--- src/rtl/line_burst_adapter_pkg.sv ---
`default_nettype none
// ============================================================================
//  Module   : line_burst_adapter_pkg
//  Purpose  : Shared types and default widths for the line burst adapter,
//             its cache-side requester and memory-side models.
//  Revision : 1.0  initial release
// ============================================================================
package line_burst_adapter_pkg;

  // Burst sequencing states.
  typedef enum logic [1:0] {
    IDLE     = 2'd0,
    RD_BURST = 2'd1,
    WR_BURST = 2'd2,
    DONE     = 2'd3
  } burst_state_t;

  // Default geometry: a 256-bit cache line over a 64-bit memory bus.
  localparam int LINE_W_DEFAULT = 256;
  localparam int BUS_W_DEFAULT  = 64;

endpackage : line_burst_adapter_pkg
`default_nettype wire

--- src/rtl/line_burst_adapter.sv ---
`default_nettype none
// ============================================================================
//  Module   : line_burst_adapter
//  Purpose  : Turns a whole-line cache read/write into an ascending burst of
//             BUS_W-wide beats and reassembles read beats into a full line.
//  Revision : 1.0  initial release
// ============================================================================
module line_burst_adapter
  import line_burst_adapter_pkg::*;
#(
  parameter int LINE_W = LINE_W_DEFAULT,
  parameter int BUS_W  = BUS_W_DEFAULT,
  parameter int ADDR_W = 32
) (
  input  logic              clk,
  input  logic              rst_n,
  // Cache side
  input  logic              line_read,
  input  logic              line_write,
  input  logic [ADDR_W-1:0] line_addr,
  input  logic [LINE_W-1:0] line_wdata,
  output logic [LINE_W-1:0] line_rdata,
  output logic              line_resp,
  // Memory side
  output logic              mem_read,
  output logic              mem_write,
  output logic [ADDR_W-1:0] mem_addr,
  output logic [BUS_W-1:0]  mem_wdata,
  input  logic [BUS_W-1:0]  mem_rdata,
  input  logic              mem_resp
);

  // Geometry derived from the widths; not meant to be overridden.
  localparam int BEATS = LINE_W / BUS_W;
  localparam int OFF_W = $clog2(LINE_W / 8);
  // A single-beat line still gets a 1-bit counter that simply stays at 0.
  localparam int CNT_W = (BEATS > 1) ? $clog2(BEATS) : 1;
  localparam logic [CNT_W-1:0] LAST_BEAT = CNT_W'(BEATS - 1);

  burst_state_t      r_state;
  logic [CNT_W-1:0]  r_cnt;
  logic [ADDR_W-1:0] r_addr;
  logic [LINE_W-1:0] r_wbuf;
  logic [LINE_W-1:0] r_rbuf;
  logic              r_mem_read;
  logic              r_mem_write;
  logic              r_line_resp;
  logic              w_last;

  assign w_last = (r_cnt == LAST_BEAT);

  // Burst sequencer: accepts a line request, walks the beats on each
  // mem_resp and emits a one-cycle completion pulse. The counter is held
  // (not incremented) on the final beat so it never wraps inside a burst.
  always_ff @(posedge clk or negedge rst_n) begin
    if (!rst_n) begin
      r_state     <= IDLE;
      r_cnt       <= '0;
      r_addr      <= '0;
      r_wbuf      <= '0;
      r_rbuf      <= '0;
      r_mem_read  <= 1'b0;
      r_mem_write <= 1'b0;
      r_line_resp <= 1'b0;
    end else begin
      case (r_state)
        IDLE: begin
          if (line_write || line_read) begin
            r_addr <= {line_addr[ADDR_W-1:OFF_W], {OFF_W{1'b0}}};
            r_cnt  <= '0;
            // Write takes priority when both requests are present.
            if (line_write) begin
              r_wbuf      <= line_wdata;
              r_mem_write <= 1'b1;
              r_state     <= WR_BURST;
            end else begin
              r_mem_read <= 1'b1;
              r_state    <= RD_BURST;
            end
          end
        end

        RD_BURST: begin
          if (mem_resp) begin
            r_rbuf[int'(r_cnt)*BUS_W +: BUS_W] <= mem_rdata;
            if (w_last) begin
              r_mem_read  <= 1'b0;
              r_line_resp <= 1'b1;
              r_state     <= DONE;
            end else begin
              r_cnt <= r_cnt + CNT_W'(1);
            end
          end
        end

        WR_BURST: begin
          if (mem_resp) begin
            if (w_last) begin
              r_mem_write <= 1'b0;
              r_line_resp <= 1'b1;
              r_state     <= DONE;
            end else begin
              r_cnt <= r_cnt + CNT_W'(1);
            end
          end
        end

        DONE: begin
          r_line_resp <= 1'b0;
          r_state     <= IDLE;
        end

        default: begin
          r_state <= IDLE;
        end
      endcase
    end
  end

  // Outputs come straight from registers; the write beat is a register-only
  // select, forced to zero outside a write burst so reset shows all zeros.
  assign mem_read   = r_mem_read;
  assign mem_write  = r_mem_write;
  assign mem_addr   = r_addr;
  assign line_resp  = r_line_resp;
  assign line_rdata = r_rbuf;
  assign mem_wdata  = (r_state == WR_BURST) ? r_wbuf[int'(r_cnt)*BUS_W +: BUS_W]
                                            : '0;

endmodule : line_burst_adapter
`default_nettype wire

--- config.mk ---
export PLATFORM = sky130hd
export DESIGN_NAME = line_burst_adapter
export DESIGN_NICKNAME = d
export VERILOG_FILES = /design/src/rtl/line_burst_adapter_pkg.sv /design/src/rtl/line_burst_adapter.sv
export SDC_FILE = /design/constraint.sdc
export NUM_CORES = 1
export LEC_CHECK = 0
export CAP_MARGIN = 20
export CORE_AREA = 5 5 273 275
export CTS_BUF_LIST = sky130_fd_sc_hd__clkbuf_8 sky130_fd_sc_hd__clkbuf_16
export CTS_CLUSTER_DIAMETER = 60
export CTS_CLUSTER_SIZE = 8
export DETAILED_ROUTE_END_ITERATION = 7
export DIE_AREA = 0 0 278 280
export GPL_TIMING_DRIVEN = 0
export SLEW_MARGIN = 10
export SYNTH_ARGS = -nofsm -noshare
export SYNTH_HDL_FRONTEND = slang
export SYNTH_SLANG_ARGS = --single-unit
--- constraint.sdc ---
create_clock -name clk -period 2.6 [get_ports clk]
set_clock_uncertainty 0.05 [all_clocks]
set_input_delay 0.78 -clock clk [delete_from_list [all_inputs] [get_ports clk]]
set_output_delay 0.78 -clock clk [all_outputs]
set_load 0.05 [all_outputs]
==> metrics.cfg, run 1 <==
[setup_path]
r2r_start = r_cnt[1]
worstSetupPathType = reg2out
critical_path.max_stage_delay_ns = 0.54
end_kind = primary output
r2r_slack_ns = 0.09
path_cells = buf_12 -> buf_12 -> mux4_2 -> and2_4 -> buf_6
crit_cells = 5
critPathMaxFanout = 7
cp_common_cell = buf_12
arrival_ns = 2.26
r2r-end = line_rdata[115]
cp.buffers_inverters = 3
slowest_stage = mux4_2
setup.worst_path.start_class = register
reg2reg_depth = 8
cp_data_required_time_ns = 1.77
crit_family = multiplexers

[detailed_routing]
vias = 16351
viasPerCell = 4.98
dr.pass1.iters = 5
drc = 0
drt-wirelength-per-cell_um = 25.4
routed_wirelength_um = 83500
first_iter_violations = 883
ant_nets = 0

[die]
die_y_um = 280
dieArea_sq_mm = 0.0778
std_cell_rows = 99
pin_count = 712
die_w_um = 278
initial_utilization_pct = 30.8
core_area_sq_mm = 0.0721

[status]
violations = negative setup slack
status = finished, violations left

[power]
leakage_nw = 15.7
ir_worst_vdd_mv = 0.666
finalPower_mw = 39.5
pwr_density_cell_mw_per_mm2 = 1180

[clocking]
clk_latency_ns = 0.59
h-tree-depth = 3
cts_buffers = 79
path_clk_slew_ns = 0.05
root_buffer = clkbuf_16
tritoncts = built
cts_num_sinks = 546
clockBufferDepth = 3

[placement]
place.gp.congestion = 0.881
dp.cells = 3148
place_area_sq_mm = 0.0306
hpwlAfterDp_um = 62700
placement.io_buffers = 700
dp_slack_ns = -1.47

[sta]
post-route-min-period_ns = 3.09
slew_headroom_pct = 47.8
rsz0062_at_grt = yes
layout_setup_ws_ns = -0.486
final_max_slew_viol_count = 0
worstMarginPinSlew_ns = 0.786
fmax_mhz = 324
finalSetupViolations = 64
hold_viol = 0
min_period_over_period_pct = 119
whs_ns = 0.0871
setup_tns_ns = -26.37

[cells_and_area]
nets = 2660
final_cells = 3284
layout-area-overhead-vs-synth_pct = 50.5
final_cell_mix = dfrtp_1 (544), clkdlybuf4s50_1 (349), mux2_2 (285), dlygate4sd2_1 (284), a22o_1 (212)
final_common_cell = dfrtp_1
final_design_area_no_fill_sq_mm = 0.0334
drive_above_1_share_pct = 31.0
fillerInstances = 6472
postLayoutCoreUtil_pct = 46.3

[synthesis]
synth.area.top_cells = dfrtp_1 (62%), mux2_2 (14%), a22o_1 (8.4%)
netlist_area_sq_mm = 0.0222
synthCells = 1480
ys_seq_elements = 546
synth.avg_cell_area_sq_um = 15.0
ys_seq_area_share_pct = 61.5
synth_cell_types = 34
synth_top_area_cell = dfrtp_1
yosys.area.top_type_share_pct = 61.5
ys_warn_count = 0

[flow_run]
drv_cap = 0

[global_route]
grt_pass1_vias = 17951
grt_pass1_wl_um = 121000
antenna_found_initial = 35
track_usage_pct = 20.6
grt_max_degree = 111
gr-total-overflow = 0

[hold_path]
hold_class = in2async

-- worst max path at each step --
stage,startpoint,to,slack (ns)
after detailed placement,r_cnt[1],line_rdata[154],-1.47
after CTS,r_cnt[0],mem_wdata[37],-0.60
after floorplan,r_cnt[1],line_rdata[132],0.10
after global placement,rst_n,line_rdata[226],-23.37
after global routing,r_cnt[0],mem_wdata[24],-0.55
final,r_cnt[0],mem_wdata[29],-0.49
-- logic make-up after synthesis --
logic type,after synthesis,share of synthesized area (%)
buffers and inverters,121,2.84
adders and majority gates,10,0.564
other,1,0.0169
and+or+nand+nor,186,4.40
AOI/OAI and AO/OA,265,9.59
DFF,546,61.5
muxes,351,21.0
-- registers in the layout (all words and copies together) (netlist names) --
name        flops
line_rdata    256
r_wbuf        256
mem_addr       27
r_cnt           2
r_state         2
line_resp       1
mem_read        1
mem_write       1
-- layer usage --
metal / wire length [um] / GRT usage [%] / vias to the layer above / share of wire [%]
li1: - / - / 7051 / -
met1: 30900 / 23.4 / 8425 / 37
met2: 42200 / 35.8 / 682 / 51
met3: 7200 / 7.52 / 169 / 8.6
met4: 2990 / 8.00 / 24 / 3.6
met5: 165 / 0 / - / 0.20
-- where the power goes --
group | internal, mW | switching [mW] | leakage, nW | total (mW)
logic | 7.88 | 9.43 | 7.65 | 17.3
clock network | 5.50 | 3.69 | 1.06 | 9.19
registers | 11.4 | 1.56 | 6.95 | 13.0
-- repair_timing --
action,in CTS,in global routing
gates resized for setup,916,47
pin swaps,28,9
hold buffers,0,0
cloned,4,2
setup buffers,17,5
endpoints found under the setup margin,606,417
-- cell type report --
| cell class | count | area (sq um) | area share (%) |
|---|---|---|---|
| clock buffer | 81 | 2030 | 6.07 |
| inverter | 7 | 30.0 | 0.0899 |
| clock inverter | 10 | 109 | 0.326 |
| sequential | 546 | 13700 | 40.9 |
| multi-input combinational | 817 | 8130 | 24.4 |
| timing repair buffer | 729 | 7330 | 22.0 |
| buffer | 113 | 845 | 2.53 |
| antenna | 22 | 55.1 | 0.165 |
| tap | 959 | 1200 | 3.59 |
-- synth_stat cells --
master	instances
dfrtp_1	546
mux2_2	285
a22o_1	212
nand2_1	97
and2_1	64
mux4_2	64
buf_2	44
clkbuf_1	44
o21ai_0	43
buf_4	16
ha_1	10
buf_6	8
nand3_1	8
inv_1	7
o21ai_1	7
nand2b_1	3
buf_1	2
mux2i_1	2
nor2_1	2
nor4_4	2
a21boi_0	1
a31oi_1	1
conb_1	1
nand3_2	1
nand3b_1	1
nor2_2	1
nor3_4	1
nor3b_1	1
nor4b_1	1
nor4b_4	1
o21ai_2	1
or2b_1	1
or3_1	1
or4b_1	1
(Power assumes the default switching activity.)
==> run 2, diff against run 1 <==
- REMOVE_ABC_BUFFERS: default -> 1
==> run 2 against run 1 <==
  * The run still ends with negative setup slack left
  * Wire length is 4.2% lower
  * Hold slack worse by 0.040 ns
  * Die area stayed put
  * Utilization is 0.16 points lower
  * Critical endpoint is now mem_wdata[44]
  * Highest routed layer unchanged
==> metrics.cfg, run 2 (same netlist as run 1, synthesis figures left out) <==
[status]
status = finished, violations left
violations = negative setup slack

[global_route]
antenna_found_initial = 21  ; -40%
grt_max_degree = 117  ; +5.4%
track_usage_pct = 19.8  ; -0.86 points
grt_pass1_vias = 17754  ; -1.1%
grt_pass1_wl_um = 118000  ; -2.8%
gr-total-overflow = 0  ; unchanged

[detailed_routing]
wl_met2_um = 38900  ; -7.9%
drt-met1-wl_um = 30900  ; -0.13%
dr.pass1.iters = 4  ; -1
first_iter_violations = 860  ; -2.6%
vias = 15963  ; -2.4%
top_layer = met5
routed_wirelength_um = 80000  ; -4.2%
routed-wl-met3_um = 8280  ; +15%
viasPerCell = 4.97  ; -0.22%
ant_nets = 0  ; unchanged
drt-wirelength-per-cell_um = 24.9  ; -2.1%
drc = 0  ; unchanged

[cells_and_area]
drive_above_1_share_pct = 28.8  ; -2.2 points
final_cells = 3213  ; -2.2%
final_common_cell = dfrtp_1
layout-area-overhead-vs-synth_pct = 49.9
nets = 2600  ; -2.3%
final_cell_mix = dfrtp_1 (544), clkdlybuf4s50_1 (348), dlygate4sd2_1 (287), mux2_2 (285), a22o_1 (212)
fillerInstances = 6485  ; +0.20%

[setup_path]
cp.buffers_inverters = 3  ; unchanged
path_cells = buf_16 -> buf_6 -> mux4_2 -> and2_1 -> buf_4
critical_path.max_stage_delay_ns = 0.52  ; -0.02 ns
reg2reg_depth = 10  ; +2
r2r_slack_ns = -0.18  ; -0.27 ns
cp_data_required_time_ns = 1.77  ; about the same
critPathMaxFanout = 9  ; +2
r2r_start = r_cnt[0]
slowest_stage = mux4_2
r2r-end = line_rdata[22]
worstSetupPathType = reg2out
setup.worst_path.start_class = register
crit_family = buffers and inverters
end_kind = primary output
arrival_ns = 2.36  ; +0.10 ns

[clocking]
root_buffer = clkbuf_16
tritoncts = built
h-tree-depth = 3  ; unchanged
path_clk_slew_ns = 0.05  ; about the same
cts_num_sinks = 546  ; unchanged
clockBufferDepth = 3  ; unchanged
clk_latency_ns = 0.61  ; +0.02 ns
cts_buffers = 79  ; unchanged

[power]
pwr_density_cell_mw_per_mm2 = 1180  ; -0.43%
leakage_nw = 15.6  ; -0.71%
ir_worst_vdd_mv = 0.746  ; +12%

[sta]
whs_ns = 0.0476  ; -0.0395 ns
hold_viol = 0  ; unchanged
layout_setup_ws_ns = -0.593  ; -0.107 ns
post-route-min-period_ns = 3.19  ; +0.107 ns
fmax_mhz = 313  ; -3.3%
worstMarginPinSlew_ns = 0.916  ; +0.129 ns
finalSetupViolations = 71  ; +11%
slew_headroom_pct = 39.0  ; -8.8 points
final_max_slew_viol_count = 0  ; unchanged
rsz0062_at_grt = yes
min_period_over_period_pct = 123  ; +4.1 points

[placement]
dp.cells = 3075  ; -2.3%
hpwlAfterDp_um = 54600  ; -13%
place.gp.congestion = 0.827  ; -6.1%
placement.io_buffers = 701  ; +0.14%

[hold_path]
hold_class = in2async

[die]
std_cell_rows = 99  ; unchanged
core_area_sq_mm = 0.0721  ; unchanged
dieArea_sq_mm = 0.0778  ; unchanged
die_y_um = 280  ; unchanged
pin_count = 712  ; unchanged
die_w_um = 278  ; unchanged
initial_utilization_pct = 30.8  ; unchanged

[flow_run]
drv_cap = 0  ; unchanged

==> run 2: metrics by stage <==
step | util (%) | TNS (ns) | power (mW) | setup WS, ns | area, sq um
finish | 46.2 | -33.81 | 39.2 | -0.593 | 33300
global route | 46.2 | -43.63 | 41.0 | -0.688 | 33300
CTS | 46.0 | -39.37 | 39.5 | -0.656 | 33100
detailed placement | 42.6 | -377.92 | 29.3 | -1.38 | 30700
global placement | 41.4 | - | 27.7 | -23.45 | 29800
floorplan | - | -2357.62 | 23.5 | -7.08 | 21600
==> run 2: worst max-delay path by stage <==
stage / from / endpoint / slack, ns / cells after the start
after floorplan: r_cnt[0] / line_rdata[0] / -7.08 / 5
after global placement: rst_n / line_rdata[85] / -23.45 / 1
after detailed placement: mem_resp / line_rdata[50] / -1.38 / 9
after CTS: r_cnt[0] / mem_wdata[36] / -0.66 / 5
after global routing: r_cnt[0] / mem_wdata[44] / -0.69 / 5
final: r_cnt[0] / mem_wdata[44] / -0.59 / 5
==> run 2: power breakdown <==
group / switching (mW) / internal (mW) / total [mW]
clock network: 3.75 / 5.53 / 9.28
registers: 1.50 / 11.4 / 12.9
logic: 9.28 / 7.70 / 17.0
==> run 2: area by class of cell <==
class / count / area (sq um) / share of cell area [%]
Sequential cell: 546 / 13700 / 41.1
Antenna cell: 10 / 25.0 / 0.0752
Tap cell: 959 / 1200 / 3.60
Inverter: 7 / 30.0 / 0.0902
Clock buffer: 80 / 1990 / 5.98
Timing Repair Buffer: 777 / 7990 / 24.0
Multi-Input combinational cell: 822 / 8200 / 24.6
Clock inverter: 12 / 175 / 0.526
==> run 2: metal layers <==
metal  vias to the layer above  GRT usage (%)
li1                       6907              -
met4                        14           5.74
met1                      8286           23.5
met2                       640           32.8
met3                       116           8.81
met5                         -              0
==> run 2: repair_timing <==
action | 4_1_cts | 5_1_grt
cloned | 14 | 2
gates resized for setup | 768 | 20
hold buffers | 1 | 0
endpoints found under the hold margin | 2 | 0
buffers inserted | 17 | 3
pin swaps | 6 | 1
endpoints found under the setup margin | 663 | 128
